File: src/rtl/memory_arbiter.sv
// ============================================================================
// memory_arbiter : serialises L1I refills and L1D accesses onto one
//                  single-port memory with a req/ack handshake.
// Revision       : 1.0
// ============================================================================
`default_nettype none

module memory_arbiter #(
  parameter int unsigned STARVE_LIMIT = 4
) (
  input  logic        clock,
  input  logic        reset_n,
  input  logic        l1i_req,
  input  logic [31:0] l1i_addr,
  output logic        l1i_done,
  output logic        stall_l1i,
  input  logic        l1d_req,
  input  logic        l1d_we,
  input  logic [31:0] l1d_addr,
  input  logic [31:0] l1d_wdata,
  output logic        l1d_done,
  output logic        stall_l1d,
  output logic [31:0] rdata,
  output logic        mem_req,
  output logic        mem_we,
  output logic [31:0] mem_addr,
  output logic [31:0] mem_wdata,
  input  logic        mem_ack,
  input  logic [31:0] mem_rdata
);

  localparam logic [1:0] c_ST_IDLE = 2'd0;
  localparam logic [1:0] c_ST_BUSY = 2'd1;
  localparam logic [1:0] c_ST_DONE = 2'd2;

  localparam logic [3:0] c_STARVE_LIMIT = STARVE_LIMIT[3:0];
  localparam logic [3:0] c_STARVE_MAX   = 4'hF;

  logic [1:0]  r_state;
  logic        r_owner;
  logic [3:0]  r_starve_cnt;
  logic [31:0] r_rdata;
  logic        r_mem_req;
  logic        r_mem_we;
  logic [31:0] r_mem_addr;
  logic [31:0] r_mem_wdata;

  logic        w_any_req;
  logic        w_grant_d;
  logic        w_done_cycle;

  assign w_any_req    = l1i_req | l1d_req;
  // L1D wins ties until L1I has watched STARVE_LIMIT L1D grants go by.
  assign w_grant_d    = l1d_req & (~l1i_req | (r_starve_cnt != c_STARVE_LIMIT));
  assign w_done_cycle = (r_state == c_ST_DONE);

  always_ff @(posedge clock or negedge reset_n) begin
    if (!reset_n) begin
      r_state      <= c_ST_IDLE;
      r_owner      <= 1'b0;
      r_starve_cnt <= 4'd0;
      r_rdata      <= 32'd0;
      r_mem_req    <= 1'b0;
      r_mem_we     <= 1'b0;
      r_mem_addr   <= 32'd0;
      r_mem_wdata  <= 32'd0;
    end else begin
      case (r_state)
        c_ST_IDLE: begin
          if (w_any_req) begin
            r_state   <= c_ST_BUSY;
            r_mem_req <= 1'b1;
            r_owner   <= w_grant_d;
            if (w_grant_d) begin
              r_mem_addr  <= l1d_addr;
              r_mem_we    <= l1d_we;
              r_mem_wdata <= l1d_wdata;
              if (l1i_req) begin
                if (r_starve_cnt != c_STARVE_MAX) begin
                  r_starve_cnt <= r_starve_cnt + 4'd1;
                end
              end else begin
                r_starve_cnt <= 4'd0;
              end
            end else begin
              r_mem_addr   <= l1i_addr;
              r_mem_we     <= 1'b0;
              r_mem_wdata  <= 32'd0;
              r_starve_cnt <= 4'd0;
            end
          end
        end
        c_ST_BUSY: begin
          if (mem_ack) begin
            r_state   <= c_ST_DONE;
            r_mem_req <= 1'b0;
            if (!r_mem_we) begin
              r_rdata <= mem_rdata;
            end
          end
        end
        c_ST_DONE: begin
          r_state <= c_ST_IDLE;
        end
        default: begin
          r_state   <= c_ST_IDLE;
          r_mem_req <= 1'b0;
        end
      endcase
    end
  end

  assign l1i_done  = w_done_cycle & ~r_owner;
  assign l1d_done  = w_done_cycle &  r_owner;
  assign stall_l1i = l1i_req & ~l1i_done;
  assign stall_l1d = l1d_req & ~l1d_done;

  assign rdata     = r_rdata;
  assign mem_req   = r_mem_req;
  assign mem_we    = r_mem_we;
  assign mem_addr  = r_mem_addr;
  assign mem_wdata = r_mem_wdata;

endmodule

`default_nettype wire

File: config.mk
export PLATFORM = sky130hd
export DESIGN_NAME = memory_arbiter
export DESIGN_NICKNAME = d
export VERILOG_FILES = /design/src/rtl/memory_arbiter.sv
export SDC_FILE = /design/constraint.sdc
export NUM_CORES = 1
export LEC_CHECK = 0
export BUFFER_PORTS_ARGS = -buffer_cell sky130_fd_sc_hd__clkbuf_2
export CAP_MARGIN = 5
export CORE_MARGIN = 2
export CORE_UTILIZATION = 40
export CTS_CLUSTER_SIZE = 25
export DETAILED_ROUTE_END_ITERATION = 8
export PLACE_DENSITY = 0.88
export SETUP_SLACK_MARGIN = 0.02
export SYNTH_ARGS = -nofsm -noshare
export SYNTH_HDL_FRONTEND = slang
export SYNTH_SLANG_ARGS = --single-unit
File: constraint.sdc
create_clock -name clock -period 1.4 [get_ports clock]
set_input_delay 0.21 -clock clock [delete_from_list [all_inputs] [get_ports clock]]
set_output_delay 0.21 -clock clock [all_outputs]
set_load 0.05 [all_outputs]
==> run metrics <==
status finished with violations; failing checks setup timing; GR peak layer met2; Syn Area/Cell 11.7 um2; gr ovfl total 0; Synth Area in Adders 0.587%; Yosys top cell by area dfrtp_1; Synth Instances 364; post-synthesis compound-gate area fraction 15.9%; Post-layout nets 764; CP max FO 4; Final min period 1.61 ns; largest net degree at the start of global routing 106; GP Congestion 0.806; routed vias/inst 5.04; Multi-input gate area 1650 um2; top post-synthesis cells by area dfrtp_1, mux2_2, a21oi_1; core region area 10,300 um2; sequential area share after synthesis 61.7%; relative slew slack 63.0%; most frequent cell after synthesis dfrtp_1; first-pass GRT wire length 18.9 mm; # IOs 236; Synthesis Warnings 0; post-synthesis simple-gate area fraction 9.10%; Tot Pwr 17.8 mW; CTS buffer count 9; Final Hold Slack 0.0499 ns; Hold/Removal Path Class in -> reg; # clock sinks 105; Final Hold Fails 0; Clock transition at path regs 0.11 ns; synth cell count leaders dfrtp_1, a21oi_1, nand2_1; DRC violations left 0; die width 107 um; Power Dens Cells 2760 nW/um2; routed via count 3,879; asr flop ratio synth 100%; RSZ-0062 raised after global routing true; arrival time worst endpoint 1.40 ns; number of max-cap violations 0; Slew Viols, Final 0; gr usage total 20.9%; number of synthesized flops with an enable pin 0; CTS Buffer Depth 2; Max VDD drop 0.00181 V; worst clock skew 0.0178 ns; final setup fails 105; met1 usage in global routing 25.3%; diode count 0; FILL cells 800; worst skew pair latency 0.36 ns; Worst Tran Pin Value 0.555 ns; critical path type reg -> out; PortBufs 235; Worst setup EP type output port; Synth cell types 27; CP startpoint kind flip-flop; CTS tree done; Top FF cell, synth dfrtp_1; setup TNS -10.46 ns; #FFs+latches synth 105; HPWL Detailed 8.59 mm; ratio of cells with drive above 1 in the final layout 58.8%; share of the synthesized area in the top cell type 61.7%; post-synth design cell area 4260 um2; fin crit share 115%; CTS root buf clkbuf_8; Die Y 107 um; DIE AREA 11,500 um2; Worst Path Required 1.19 ns; vias in the first global route 3,970; Iteration-0 DRC Markers 230; initial antenna violation count 0; main combinational cell family by area after synthesis compound AO/OA/AOI/OAI gates; initial core utilization 41.3%; P_leak 3.26 nW; Synth Area in XOR/XNOR 0%; met2 Usage GRT 37.4%; routed wire length 12.6 mm; met3 Use GR 4.50%; setup ws final -0.209 ns; Fmax 621 MHz; post-DR wirelength/cell 16.3 um; FF/Latch Area 2630 um2; number of core rows 37; antenna-violating nets left 0; Layout Area Growth over Synthesis 51.5%; H-Tree Depth 3; syn nets 500; post-synthesis mux area share 8.93%; Pre-antenna DRT Iters 5
==> critical path, stage by stage (launching register included) <==
cell,delay (ns)
dfrtp_1,0.41
buf_6,0.13
and3b_2,0.23
nor2b_4,0.13
buf_8,0.15
==> where the power goes <==
part / leakage (nW) / switching (mW) / internal, mW
Combinational: 1.90 / 7.46 / 3.27
Clock: 0.0985 / 1.07 / 0.774
Sequential: 1.26 / 0.827 / 4.45
Total: 3.26 / 9.35 / 8.50
==> flip-flops by register name, summed over array words and instances (netlist names) <==
signal and cells:
r_state 2, mem_addr 32, mem_wdata 32, r_owner 1, mem_req 1, rdata 32, r_starve_cnt 4, mem_we 1
==> cell usage in the layout (no fill, tap or decap), types with 3 or more instances in the layout <==
master	count
mux2_2	30
nand3_1	3
buf_16	4
clkbuf_2	230
buf_4	20
buf_8	3
a21oi_1	33
nand2_1	38
a22o_1	34
a21oi_2	34
dfrtp_1	104
clkbuf_8	12
nor2_1	35
buf_6	6
buf_12	8
==> path summary, 6_finish.rpt <==
| check | cells after the start | to | start | slack [ns] |
|---|---|---|---|---|
| hold reg to reg | 2 | mem_req | mem_req | 0.49 |
| hold / removal | 3 | mem_addr[11] | l1i_addr[11] | 0.05 |
| min in group asynchronous | 3 | mem_addr[25] | reset_n | 0.43 |
| setup / recovery | 4 | stall_l1d | r_state[1] | -0.21 |
| max in group asynchronous | 3 | mem_addr[15] | reset_n | 0.53 |
| setup reg to reg | 5 | rdata[13] | r_state[1] | -0.20 |
==> through the flow <==
step	util, %	std cells	worst slack [ns]	cell area [um2]
final	62.5	769	-0.209	6450
after global routing	62.5	769	-0.262	6450
after CTS	61.5	763	-0.234	6350
after detailed placement	57.0	733	-0.126	5880
after global placement	57.0	733	-0.0643	5880
after floorplan	-	364	-0.0930	4450
==> routing by layer <==
layer | up-vias | part of all wire (%)
li1 | 1803 | -
met1 | 1855 | 39
met2 | 194 | 51
met3 | 27 | 7.1
met4 | 0 | 2.4
met5 | - | 0
==> logic make-up (layout without fill, tap and decap cells) <==
family,Yosys count,count (layout)
compound gates,108,108
flops,105,105
simple gates,88,88
mux,34,34
buf+inv,27,296
fa+ha+maj,2,2
==> layout make-up <==
cell class | count | share of cell area, %
Inverter | 3 | 0.174
Multi-Input combinational cell | 232 | 25.6
Clock buffer | 11 | 2.35
Tap cell | 136 | 2.64
Sequential cell | 105 | 40.7
Timing Repair Buffer | 277 | 27.9
Clock inverter | 5 | 0.698
==> timing repair <==
item / CTS / global route
setup endpoints to repair: 106 / 107
resized for setup: 19 / 7
buffers inserted: 8 / 4
pin swaps: 2 / 4
endpoints found under the hold margin: 105 / 0
cloned: 5 / 3
hold buffers: 1 / 0
Power figures use the tool's default switching activity.
